===== config.mk =====
export PLATFORM = sky130hd
export DESIGN_NAME = uart_alu
export DESIGN_NICKNAME = d
export VERILOG_FILES = /design/src/rtl/uart_alu_pkg.sv /design/src/rtl/alu_div32.sv /design/src/rtl/uart_rx.sv /design/src/rtl/uart_tx.sv /design/src/rtl/uart_alu.sv
export SDC_FILE = /design/constraint.sdc
export NUM_CORES = 2
export LEC_CHECK = 0
export CORE_MARGIN = 10
export CORE_UTILIZATION = 44
export CTS_CLUSTER_SIZE = 14
export DETAILED_ROUTE_END_ITERATION = 10
export PLACE_DENSITY_LB_ADDON = 0.2
export SLEW_MARGIN = 20
export SYNTH_ARGS = -nofsm -noshare
export SYNTH_HDL_FRONTEND = slang
export SYNTH_SLANG_ARGS = --single-unit

===== constraint.sdc =====
create_clock -name clk_i -period 36.9 [get_ports clk_i]
set_input_delay 5.535 -clock clk_i [delete_from_list [all_inputs] [get_ports clk_i]]
set_output_delay 5.535 -clock clk_i [all_outputs]
set_load 0.005 [all_outputs]

===== src/rtl/uart_alu_pkg.sv =====
// uart_alu_pkg: shared types and constants for the UART arithmetic co-processor.
//   opcode_e     - command byte values carried in byte0 of a packet
//   state_e      - packet-level FSM states of uart_alu
//   HEADER_BYTES - opcode + reserved + 16-bit LEN
package uart_alu_pkg;

  localparam int unsigned HEADER_BYTES = 4;

  typedef enum logic [7:0] {
    OP_ECHO  = 8'hEC,
    OP_ADD32 = 8'hA0,
    OP_MUL32 = 8'hA1,
    OP_DIV32 = 8'hA2
  } opcode_e;

  typedef enum logic [3:0] {
    ST_IDLE,
    ST_OPCODE,
    ST_RSVD,
    ST_LEN_LO,
    ST_LEN_HI,
    ST_PAYLOAD,
    ST_COMPUTE,
    ST_RESPOND,
    ST_DRAIN
  } state_e;

  function automatic logic is_alu_op(input logic [7:0] op);
    return (op == OP_ADD32) || (op == OP_MUL32) || (op == OP_DIV32);
  endfunction

endpackage


===== src/rtl/alu_div32.sv =====
// alu_div32: sequential signed restoring divider, truncating toward zero.
//   start_i                - sample operands and begin (ignored while busy)
//   dividend_i, divisor_i  - signed 32-bit operands
//   busy_o                 - iteration in progress
//   done_o                 - one-cycle pulse, results valid from then on
//   quotient_o             - divisor 0 gives all ones; MIN/-1 gives MIN
//   remainder_o            - sign follows dividend; divisor 0 gives dividend
module alu_div32 (
  input  logic        clk_i,
  input  logic        rst_i,
  input  logic        start_i,
  input  logic [31:0] dividend_i,
  input  logic [31:0] divisor_i,
  output logic        busy_o,
  output logic        done_o,
  output logic [31:0] quotient_o,
  output logic [31:0] remainder_o
);

  logic        busy_q, busy_d;
  logic        done_q, done_d;
  logic [4:0]  cnt_q, cnt_d;
  logic        qneg_q, qneg_d;
  logic        rneg_q, rneg_d;
  logic [31:0] dvs_q, dvs_d;
  logic [31:0] quo_q, quo_d;
  logic [31:0] rem_q, rem_d;
  logic [31:0] qres_q, qres_d;
  logic [31:0] rres_q, rres_d;

  logic [32:0] r_sh, diff;
  logic [31:0] rem_nx, quo_nx;

  assign busy_o      = busy_q;
  assign done_o      = done_q;
  assign quotient_o  = qres_q;
  assign remainder_o = rres_q;

  always_comb begin
    // One restoring step on magnitudes: shift in next dividend bit, try subtract.
    r_sh   = {rem_q, quo_q[31]};
    diff   = r_sh - {1'b0, dvs_q};
    rem_nx = diff[32] ? r_sh[31:0] : diff[31:0];
    quo_nx = {quo_q[30:0], ~diff[32]};

    busy_d = busy_q;
    done_d = 1'b0;
    cnt_d  = cnt_q;
    qneg_d = qneg_q;
    rneg_d = rneg_q;
    dvs_d  = dvs_q;
    quo_d  = quo_q;
    rem_d  = rem_q;
    qres_d = qres_q;
    rres_d = rres_q;

    if (busy_q) begin
      rem_d = rem_nx;
      quo_d = quo_nx;
      cnt_d = cnt_q + 1'b1;
      if (cnt_q == 5'd31) begin
        busy_d = 1'b0;
        done_d = 1'b1;
        qres_d = qneg_q ? -quo_nx : quo_nx;
        rres_d = rneg_q ? -rem_nx : rem_nx;
      end
    end else if (start_i) begin
      qneg_d = dividend_i[31] ^ divisor_i[31];
      rneg_d = dividend_i[31];
      dvs_d  = divisor_i[31] ? -divisor_i : divisor_i;
      quo_d  = dividend_i[31] ? -dividend_i : dividend_i;
      rem_d  = '0;
      cnt_d  = '0;
      if (divisor_i == '0) begin
        qres_d = '1;
        rres_d = dividend_i;
        done_d = 1'b1;
      end else if ((dividend_i == 32'h8000_0000) && (divisor_i == '1)) begin
        qres_d = 32'h8000_0000;
        rres_d = '0;
        done_d = 1'b1;
      end else begin
        busy_d = 1'b1;
      end
    end
  end

  always_ff @(posedge clk_i or posedge rst_i) begin
    if (rst_i) begin
      busy_q <= 1'b0;
      done_q <= 1'b0;
      cnt_q  <= '0;
      qneg_q <= 1'b0;
      rneg_q <= 1'b0;
      dvs_q  <= '0;
      quo_q  <= '0;
      rem_q  <= '0;
      qres_q <= '0;
      rres_q <= '0;
    end else begin
      busy_q <= busy_d;
      done_q <= done_d;
      cnt_q  <= cnt_d;
      qneg_q <= qneg_d;
      rneg_q <= rneg_d;
      dvs_q  <= dvs_d;
      quo_q  <= quo_d;
      rem_q  <= rem_d;
      qres_q <= qres_d;
      rres_q <= rres_d;
    end
  end

endmodule


===== src/rtl/uart_rx.sv =====
// uart_rx: 8N1 receiver, LSB first, idle high.
//   clk_i/rst_i - clock, async active-high reset
//   rxd_i       - asynchronous serial input (double-flop synchronised here)
//   valid_o     - one-cycle pulse when data_o holds a correctly framed byte
//   data_o      - received byte
module uart_rx #(
  parameter int unsigned CLKS_PER_BIT = 868
) (
  input  logic       clk_i,
  input  logic       rst_i,
  input  logic       rxd_i,
  output logic       valid_o,
  output logic [7:0] data_o
);

  typedef enum logic [1:0] {RX_IDLE, RX_START, RX_DATA, RX_STOP} rx_state_e;

  localparam int unsigned CW = $clog2(CLKS_PER_BIT + 1);
  localparam logic [CW-1:0] LAST      = CW'(CLKS_PER_BIT - 1);
  localparam logic [CW-1:0] HALF_LAST = CW'(CLKS_PER_BIT / 2 - 1);

  rx_state_e     state_q, state_d;
  logic [CW-1:0] cnt_q, cnt_d;
  logic [2:0]    bit_q, bit_d;
  logic [7:0]    shift_q, shift_d;
  logic          sync1_q, sync2_q, prev_q;
  logic          valid_q, valid_d;

  assign valid_o = valid_q;
  assign data_o  = shift_q;

  always_comb begin
    state_d = state_q;
    cnt_d   = cnt_q;
    bit_d   = bit_q;
    shift_d = shift_q;
    valid_d = 1'b0;
    unique case (state_q)
      // A start needs a real high-to-low edge, so a line left low after a
      // framing error is not mistaken for a new start bit.
      RX_IDLE: begin
        cnt_d = '0;
        if (prev_q && !sync2_q) state_d = RX_START;
      end
      RX_START: begin
        if (cnt_q == HALF_LAST) begin
          cnt_d   = '0;
          bit_d   = '0;
          state_d = sync2_q ? RX_IDLE : RX_DATA;
        end else begin
          cnt_d = cnt_q + 1'b1;
        end
      end
      RX_DATA: begin
        if (cnt_q == LAST) begin
          cnt_d   = '0;
          shift_d = {sync2_q, shift_q[7:1]};
          if (bit_q == 3'd7) state_d = RX_STOP;
          else               bit_d   = bit_q + 1'b1;
        end else begin
          cnt_d = cnt_q + 1'b1;
        end
      end
      RX_STOP: begin
        if (cnt_q == LAST) begin
          valid_d = sync2_q;
          state_d = RX_IDLE;
        end else begin
          cnt_d = cnt_q + 1'b1;
        end
      end
      default: state_d = RX_IDLE;
    endcase
  end

  always_ff @(posedge clk_i or posedge rst_i) begin
    if (rst_i) begin
      state_q <= RX_IDLE;
      cnt_q   <= '0;
      bit_q   <= '0;
      shift_q <= '0;
      valid_q <= 1'b0;
      sync1_q <= 1'b1;
      sync2_q <= 1'b1;
      prev_q  <= 1'b1;
    end else begin
      state_q <= state_d;
      cnt_q   <= cnt_d;
      bit_q   <= bit_d;
      shift_q <= shift_d;
      valid_q <= valid_d;
      sync1_q <= rxd_i;
      sync2_q <= sync1_q;
      prev_q  <= sync2_q;
    end
  end

endmodule


===== src/rtl/uart_tx.sv =====
// uart_tx: 8N1 transmitter, LSB first, idle high.
//   clk_i/rst_i - clock, async active-high reset
//   valid_i     - byte offered on data_i
//   data_i      - byte to send
//   ready_o     - byte accepted when valid_i && ready_o
//   txd_o       - registered serial output
module uart_tx #(
  parameter int unsigned CLKS_PER_BIT = 868
) (
  input  logic       clk_i,
  input  logic       rst_i,
  input  logic       valid_i,
  input  logic [7:0] data_i,
  output logic       ready_o,
  output logic       txd_o
);

  typedef enum logic [1:0] {TX_IDLE, TX_START, TX_DATA, TX_STOP} tx_state_e;

  localparam int unsigned CW = $clog2(CLKS_PER_BIT + 1);
  localparam logic [CW-1:0] LAST = CW'(CLKS_PER_BIT - 1);

  tx_state_e     state_q, state_d;
  logic [CW-1:0] cnt_q, cnt_d;
  logic [2:0]    bit_q, bit_d;
  logic [7:0]    shift_q, shift_d;
  logic          txd_q, txd_d;

  assign txd_o = txd_q;

  always_comb begin
    state_d = state_q;
    cnt_d   = cnt_q;
    bit_d   = bit_q;
    shift_d = shift_q;
    // Accepting in the final stop-bit cycle keeps back-to-back bytes at
    // exactly one stop bit.
    ready_o = (state_q == TX_IDLE) || ((state_q == TX_STOP) && (cnt_q == LAST));
    unique case (state_q)
      TX_IDLE: ;
      TX_START: begin
        if (cnt_q == LAST) begin
          cnt_d   = '0;
          bit_d   = '0;
          state_d = TX_DATA;
        end else begin
          cnt_d = cnt_q + 1'b1;
        end
      end
      TX_DATA: begin
        if (cnt_q == LAST) begin
          cnt_d   = '0;
          shift_d = {1'b0, shift_q[7:1]};
          if (bit_q == 3'd7) state_d = TX_STOP;
          else               bit_d   = bit_q + 1'b1;
        end else begin
          cnt_d = cnt_q + 1'b1;
        end
      end
      TX_STOP: begin
        if (cnt_q == LAST) begin
          cnt_d   = '0;
          state_d = TX_IDLE;
        end else begin
          cnt_d = cnt_q + 1'b1;
        end
      end
      default: state_d = TX_IDLE;
    endcase
    if (ready_o && valid_i) begin
      shift_d = data_i;
      cnt_d   = '0;
      state_d = TX_START;
    end
    txd_d = (state_d == TX_START) ? 1'b0 :
            (state_d == TX_DATA)  ? shift_d[0] : 1'b1;
  end

  always_ff @(posedge clk_i or posedge rst_i) begin
    if (rst_i) begin
      state_q <= TX_IDLE;
      cnt_q   <= '0;
      bit_q   <= '0;
      shift_q <= '0;
      txd_q   <= 1'b1;
    end else begin
      state_q <= state_d;
      cnt_q   <= cnt_d;
      bit_q   <= bit_d;
      shift_q <= shift_d;
      txd_q   <= txd_d;
    end
  end

endmodule


===== src/rtl/uart_alu.sv =====
// uart_alu: UART-attached arithmetic co-processor (echo/add/mul/div).
//   clk_i - system clock
//   rst_i - asynchronous active-high reset
//   rxd_i - serial command input, 8N1, idle high
//   txd_o - serial response output, 8N1, idle high
module uart_alu #(
  parameter int unsigned CLK_FREQ_HZ = 100000000,
  parameter int unsigned BAUD_RATE   = 115200
) (
  input  logic clk_i,
  input  logic rst_i,
  input  logic rxd_i,
  output logic txd_o
);
  import uart_alu_pkg::*;

  localparam int unsigned CLKS_PER_BIT = CLK_FREQ_HZ / BAUD_RATE;

  logic        rx_valid;
  logic [7:0]  rx_data;
  logic        tx_valid, tx_ready;
  logic [7:0]  tx_data;
  logic        div_start, div_busy, div_done;
  logic [31:0] div_quo, div_rem;

  state_e      state_q, state_d;
  logic [7:0]  opc_q, opc_d;
  logic [7:0]  len_lo_q, len_lo_d;
  logic [15:0] remain_q, remain_d;
  logic [1:0]  byte_idx_q, byte_idx_d;
  logic        first_q, first_d;
  logic [23:0] op_q, op_d;
  logic [31:0] acc_q, acc_d;
  logic [63:0] res_q, res_d;
  logic [3:0]  resp_left_q, resp_left_d;

  logic [15:0] len_w, pay_w;
  logic [31:0] opnd_full;
  logic        bad_pkt;

  uart_rx #(.CLKS_PER_BIT(CLKS_PER_BIT)) u_rx (
    .clk_i   (clk_i),
    .rst_i   (rst_i),
    .rxd_i   (rxd_i),
    .valid_o (rx_valid),
    .data_o  (rx_data)
  );

  uart_tx #(.CLKS_PER_BIT(CLKS_PER_BIT)) u_tx (
    .clk_i   (clk_i),
    .rst_i   (rst_i),
    .valid_i (tx_valid),
    .data_i  (tx_data),
    .ready_o (tx_ready),
    .txd_o   (txd_o)
  );

  alu_div32 u_div (
    .clk_i       (clk_i),
    .rst_i       (rst_i),
    .start_i     (div_start),
    .dividend_i  (acc_q),
    .divisor_i   (opnd_full),
    .busy_o      (div_busy),
    .done_o      (div_done),
    .quotient_o  (div_quo),
    .remainder_o (div_rem)
  );

  always_comb begin
    state_d     = state_q;
    opc_d       = opc_q;
    len_lo_d    = len_lo_q;
    remain_d    = remain_q;
    byte_idx_d  = byte_idx_q;
    first_d     = first_q;
    op_d        = op_q;
    acc_d       = acc_q;
    res_d       = res_q;
    resp_left_d = resp_left_q;
    tx_valid    = 1'b0;
    tx_data     = res_q[7:0];
    div_start   = 1'b0;
    len_w       = {rx_data, len_lo_q};
    pay_w       = len_w - 16'(HEADER_BYTES);
    opnd_full   = {rx_data, op_q};
    bad_pkt     = !(is_alu_op(opc_q) || (opc_q == OP_ECHO)) ||
                  (len_w < 16'(HEADER_BYTES)) ||
                  (is_alu_op(opc_q) && (pay_w[1:0] != 2'b00)) ||
                  ((opc_q == OP_DIV32) && (len_w != 16'd12));

    unique case (state_q)
      ST_IDLE: begin
        opc_d       = '0;
        remain_d    = '0;
        byte_idx_d  = '0;
        first_d     = 1'b1;
        acc_d       = '0;
        res_d       = '0;
        resp_left_d = '0;
        state_d     = ST_OPCODE;
      end
      ST_OPCODE: if (rx_valid) begin
        opc_d   = rx_data;
        state_d = ST_RSVD;
      end
      ST_RSVD: if (rx_valid) state_d = ST_LEN_LO;
      ST_LEN_LO: if (rx_valid) begin
        len_lo_d = rx_data;
        state_d  = ST_LEN_HI;
      end
      ST_LEN_HI: if (rx_valid) begin
        remain_d = (len_w < 16'(HEADER_BYTES)) ? '0 : pay_w;
        if (bad_pkt) begin
          state_d = (len_w <= 16'(HEADER_BYTES)) ? ST_IDLE : ST_DRAIN;
        end else if (pay_w == '0) begin
          if (opc_q == OP_ECHO) begin
            state_d = ST_IDLE;
          end else begin
            res_d       = '0;
            resp_left_d = 4'd4;
            state_d     = ST_RESPOND;
          end
        end else begin
          state_d = ST_PAYLOAD;
        end
      end
      ST_PAYLOAD: begin
        if (opc_q == OP_ECHO) begin
          tx_valid = (resp_left_q != '0);
          if (tx_valid && tx_ready) resp_left_d = '0;
        end
        if (rx_valid) begin
          remain_d = remain_q - 1'b1;
          if (opc_q == OP_ECHO) begin
            // Same-cycle tx accept already latched the old byte; overwrite is safe.
            res_d[7:0]  = rx_data;
            resp_left_d = 4'd1;
            if (remain_q == 16'd1) state_d = ST_RESPOND;
          end else begin
            op_d       = opnd_full[31:8];
            byte_idx_d = byte_idx_q + 1'b1;
            if (byte_idx_q == 2'd3) begin
              first_d = 1'b0;
              if (first_q)                acc_d = opnd_full;
              else if (opc_q == OP_ADD32) acc_d = acc_q + opnd_full;
              else if (opc_q == OP_MUL32) acc_d = acc_q * opnd_full;
              if (remain_q == 16'd1) begin
                if (opc_q == OP_DIV32) begin
                  div_start = !div_busy;
                  state_d   = ST_COMPUTE;
                end else begin
                  res_d       = {32'h0, acc_d};
                  resp_left_d = 4'd4;
                  state_d     = ST_RESPOND;
                end
              end
            end
          end
        end
      end
      ST_COMPUTE: if (div_done && !div_busy) begin
        res_d       = {div_rem, div_quo};
        resp_left_d = 4'd8;
        state_d     = ST_RESPOND;
      end
      ST_RESPOND: begin
        tx_valid = (resp_left_q != '0);
        if (tx_valid && tx_ready) begin
          res_d       = res_q >> 8;
          resp_left_d = resp_left_q - 1'b1;
        end else if ((resp_left_q == '0) && tx_ready) begin
          state_d = ST_IDLE;
        end
      end
      ST_DRAIN: if (rx_valid) begin
        remain_d = remain_q - 1'b1;
        if (remain_q == 16'd1) state_d = ST_IDLE;
      end
      default: state_d = ST_IDLE;
    endcase
  end

  always_ff @(posedge clk_i or posedge rst_i) begin
    if (rst_i) begin
      state_q     <= ST_IDLE;
      opc_q       <= '0;
      len_lo_q    <= '0;
      remain_q    <= '0;
      byte_idx_q  <= '0;
      first_q     <= 1'b1;
      op_q        <= '0;
      acc_q       <= '0;
      res_q       <= '0;
      resp_left_q <= '0;
    end else begin
      state_q     <= state_d;
      opc_q       <= opc_d;
      len_lo_q    <= len_lo_d;
      remain_q    <= remain_d;
      byte_idx_q  <= byte_idx_d;
      first_q     <= first_d;
      op_q        <= op_d;
      acc_q       <= acc_d;
      res_q       <= res_d;
      resp_left_q <= resp_left_d;
    end
  end

endmodule


==> impl_metrics.json <==
{
  "grt_start_max_net_pins": 121,
  "layout_min_cycle_time_ns": 8.330,
  "post_synth.cell_area_avg_um2": 8.580,
  "stdcell_area_um2": 43340,
  "min_path_type": "register to register",
  "clkSlewWorstSetupHoldPaths_ns": 0.07,
  "ctsResizeCount": 0,
  "port_buffers": 3,
  "post-route-drc-count": 0,
  "max_cap_violations": 0,
  "layout.filler_cells": 8984,
  "transition_time_at_the_pin_with_the_least_slew_margin_ns": 1.128,
  "global_route.usage.total": 0.2535,
  "drtAntennaViolNets": 0,
  "tritoncts": "yes",
  "final_setup_violation_count": 0,
  "grt_antenna_before_repair": 2,
  "synth_flop_cell": "dfrtp_1",
  "leakage_nw": 20.50,
  "area_delta_synth_final_pct": 6.634,
  "gpl.final_weighted_congestion": 0.9015,
  "routed-via-count": 34344,
  "final_count_of_hold_timing_violations": 0,
  "register_area_um2": 9595,
  "crit_fanout": 22,
  "synth_area_um2": 40640,
  "synth.lib_cells_used.distinct": 86,
  "layout-drive-gt1-share": 0.05554,
  "antenna_cells": 0,
  "finish.net_count": 5196,
  "async_flop_share": 1.000,
  "grt_first_pass_wirelength_mm": 207.3,
  "grt_overflow_total": 0,
  "synth_edf_count": 0,
  "floorplan.initialDensity": 0.4434,
  "core_um2": 91660,
  "synthesis.yosys.warnings": 0,
  "power.total_mw": 0.9253,
  "io-pin-count": 4,
  "critPathLaunchType": "register",
  "relative_slew_slack": 0.2418,
  "synthesized_instance_count": 4737,
  "drt-initial-drc-count": 3276,
  "std_cell_rows": 111,
  "ctsHtreeMaxLevel": 2,
  "dp_hpwl_mm": 92.02,
  "synth_sequential_area_ratio": 0.2360,
  "worstSetupEndpointType": "register",
  "critPathArrivalTime_ns": 8.83,
  "multi_input_comb_area_um2": 28180,
  "dieHeight_um": 323.9,
  "pwr_density_cell_nw_per_um2": 21.35,
  "ctsHoldBuffers": 0,
  "drtPass1Iterations": 6,
  "max_freq_mhz": 120.0,
  "finalSetupTns_ns": 0,
  "wire_per_inst_um": 22.82,
  "cts_buffer_depth": 3,
  "critPathRequiredTime_ns": 37.40,
  "drt_wl_total_mm": 132.2,
  "tritoncts.num_buffers": 43,
  "timing.setup.critical_path_class": "register to register",
  "max-vdd-ir-drop_uv": 32.58,
  "synth_seq_cells": 383,
  "die_width_um": 323.9,
  "cts.sinks": 383,
  "hold-worst-slack_ns": 0.3675,
  "worst_setup_skew_after_layout_ns": 0.02460,
  "place_area_um2": 41790,
  "grt_setup_unrepaired": "no",
  "post-cts-setup-buffers": 0,
  "slew_violations": 0,
  "syn_nets": 5358,
  "vias_per_cell": 5.926,
  "clock_tree.root_cell": "clkbuf_16",
  "finalCritPeriodShare": 0.2258,
  "grt_pass1_vias": 34207,
  "outcome": "finished clean",
  "clock_latency_ns": 0.59,
  "die-area_um2": 104900
}
## metal layers
metal	wire, um	vias up	share of wire	global-route usage
li1	-	15569	-	-
met1	57910	17154	0.44	0.3534
met2	59350	1325	0.45	0.4009
met3	9847	294	0.074	0.03576
met4	5099	2	0.039	0.08637
met5	13	-	0.000098	0
## synthesized netlist by cell type (8+ instances only)
| cell | n | area [um^2] |
|---|---|---|
| and3_1 | 38 | 237.7 |
| or2_2 | 20 | 125.1 |
| nand2b_1 | 15 | 93.84 |
| mux2i_1 | 27 | 270.3 |
| nand2_1 | 693 | 2601 |
| o221ai_1 | 8 | 70.07 |
| mux2_2 | 23 | 259.0 |
| a22oi_1 | 80 | 600.6 |
| or3_1 | 27 | 168.9 |
| o2111ai_1 | 8 | 70.07 |
| inv_1 | 474 | 1779 |
| and2_1 | 285 | 1783 |
| clkbuf_1 | 278 | 1044 |
| nand4_1 | 30 | 187.7 |
| nor3_1 | 58 | 290.3 |
| nor2b_1 | 18 | 112.6 |
| buf_1 | 16 | 60.06 |
| nor4_1 | 24 | 150.1 |
| o21ai_0 | 323 | 1617 |
| buf_2 | 11 | 55.05 |
| nand3_1 | 73 | 365.4 |
| nand3b_1 | 8 | 60.06 |
| a21o_1 | 60 | 450.4 |
| dfrtp_1 | 378 | 9459 |
| xor2_1 | 144 | 1261 |
| a221oi_1 | 20 | 175.2 |
| o22ai_1 | 8 | 50.05 |
| o21a_1 | 26 | 195.2 |
| a22o_1 | 42 | 367.9 |
| a211oi_1 | 50 | 375.4 |
| xnor2_1 | 118 | 1033 |
| or4_1 | 20 | 150.1 |
| fa_1 | 410 | 8208 |
| a31oi_1 | 35 | 219.0 |
| ha_1 | 208 | 2603 |
| a21oi_1 | 206 | 1031 |
| o41ai_1 | 22 | 192.7 |
| o31ai_1 | 51 | 382.9 |
| nor2_1 | 234 | 878.3 |
| o211ai_1 | 20 | 150.1 |
| a221o_1 | 16 | 160.2 |
## worst max-delay path, cell delays in order, from the launching register on
cell       delay [ns]
dfrtp_1          0.99
ha_1             0.48
fa_1             0.49
fa_1             0.43
fa_1             0.54
inv_1            0.05
fa_1             0.48
inv_1            0.05
ha_1             0.27
ha_1             0.28
fa_1             0.50
fa_1             0.43
ha_1             0.37
a21o_1           0.20
a31o_2           0.22
a221oi_1         0.46
a31oi_1          0.26
a211o_1          0.33
xnor2_1          0.12
nor2_1           0.09
a41oi_1          0.07
a2111oi_0        0.82
a221oi_1         0.10
o21ai_0          0.19
## per-stage QoR
| stage | utilization | cells | worst slack (ns) |
|---|---|---|---|
| after floorplan | - | 4737 | 20.73 |
| after global placement | 0.4560 | 5716 | 28.85 |
| after detailed placement | 0.4560 | 5716 | 28.70 |
| after CTS | 0.4727 | 5795 | 28.64 |
| after global routing | 0.4728 | 5795 | 28.17 |
| final | 0.4728 | 5795 | 28.57 |
## where the power goes
part / internal (mW) / total (mW) / switching, mW / leakage [nW]
registers: 0.424 / 0.430 / 0.00596 / 5.31
logic: 0.00649 / 0.0222 / 0.0157 / 14.4
clock network: 0.279 / 0.473 / 0.195 / 0.748
## logic make-up (layout without fill, tap and decap cells)
kind of cell,count (synthesis),after routing,synth area share
simple gates,1581,1581,0.1859
compound gates,1060,1060,0.1700
xor+xnor,262,262,0.05646
flops,383,383,0.2360
mux,50,50,0.01302
buf+inv,783,655,0.07265
fa+ha+maj,618,618,0.2660
## sequential cells by signal, indices dropped and copies added, names as in the netlist, 10 cells and up, named ones only
register / flops
res_q: 64
u_div.dvs_q: 32
acc_q: 32
u_div.quotient_o: 32
remain_q: 16
u_tx.cnt_q: 10
u_div.remainder_o: 32
u_div.rem_q: 32
u_rx.cnt_q: 10
u_div.quo_q: 32
op_q: 24
## cell usage in the layout, fill, tap and decap left out, types with 10 or more instances in the layout
master and n:
ha_1 208, nand3_1 70, o211ai_1 20, xor2_1 144
nor2_1 232, nand2_1 692, and2_1 284, o21ai_0 323
a221oi_1 20, a22o_1 42, nor4_1 22, nor3_1 57
o31ai_1 51, mux2_2 23, clkbuf_8 10, a221o_1 16
dfrtp_1 376, a21oi_1 206, o41ai_1 22, a21o_1 60
buf_4 95, or2_2 20, nor2b_1 17, nand4_1 30
fa_1 410, or3_1 27, and3_1 37, mux2i_1 27
a31oi_1 34, xnor2_1 118, nand2b_1 15, o21a_1 26
or4_1 20, a22oi_1 80, clkbuf_16 43, a211oi_1 50
inv_1 473
## worst paths after layout
kind / startpoint / end / slack [ns] / cells past startpoint
worst max-delay path: acc_q[6] / res_q[24] / 28.57 / 23
worst min-delay path: u_rx.sync1_q / u_rx.sync2_q / 0.37 / 0
worst max register to register: acc_q[6] / res_q[24] / 28.57 / 23
worst min register to register: u_rx.sync1_q / u_rx.sync2_q / 0.37 / 0
max in group asynchronous: rst_i / u_div.dvs_q[6] / 29.76 / 3
min in group asynchronous: rst_i / u_tx.bit_q[2] / 5.53 / 2
## final cells by class
type | instances | area share
Multi-Input combinational cell | 3571 | 0.6502
Sequential cell | 383 | 0.2214
Inverter | 478 | 0.04157
Tap cell | 1186 | 0.03424
Clock buffer | 59 | 0.02852
Timing Repair Buffer | 98 | 0.01715
Clock inverter | 20 | 0.006958
Power figures use the tool's default switching activity.
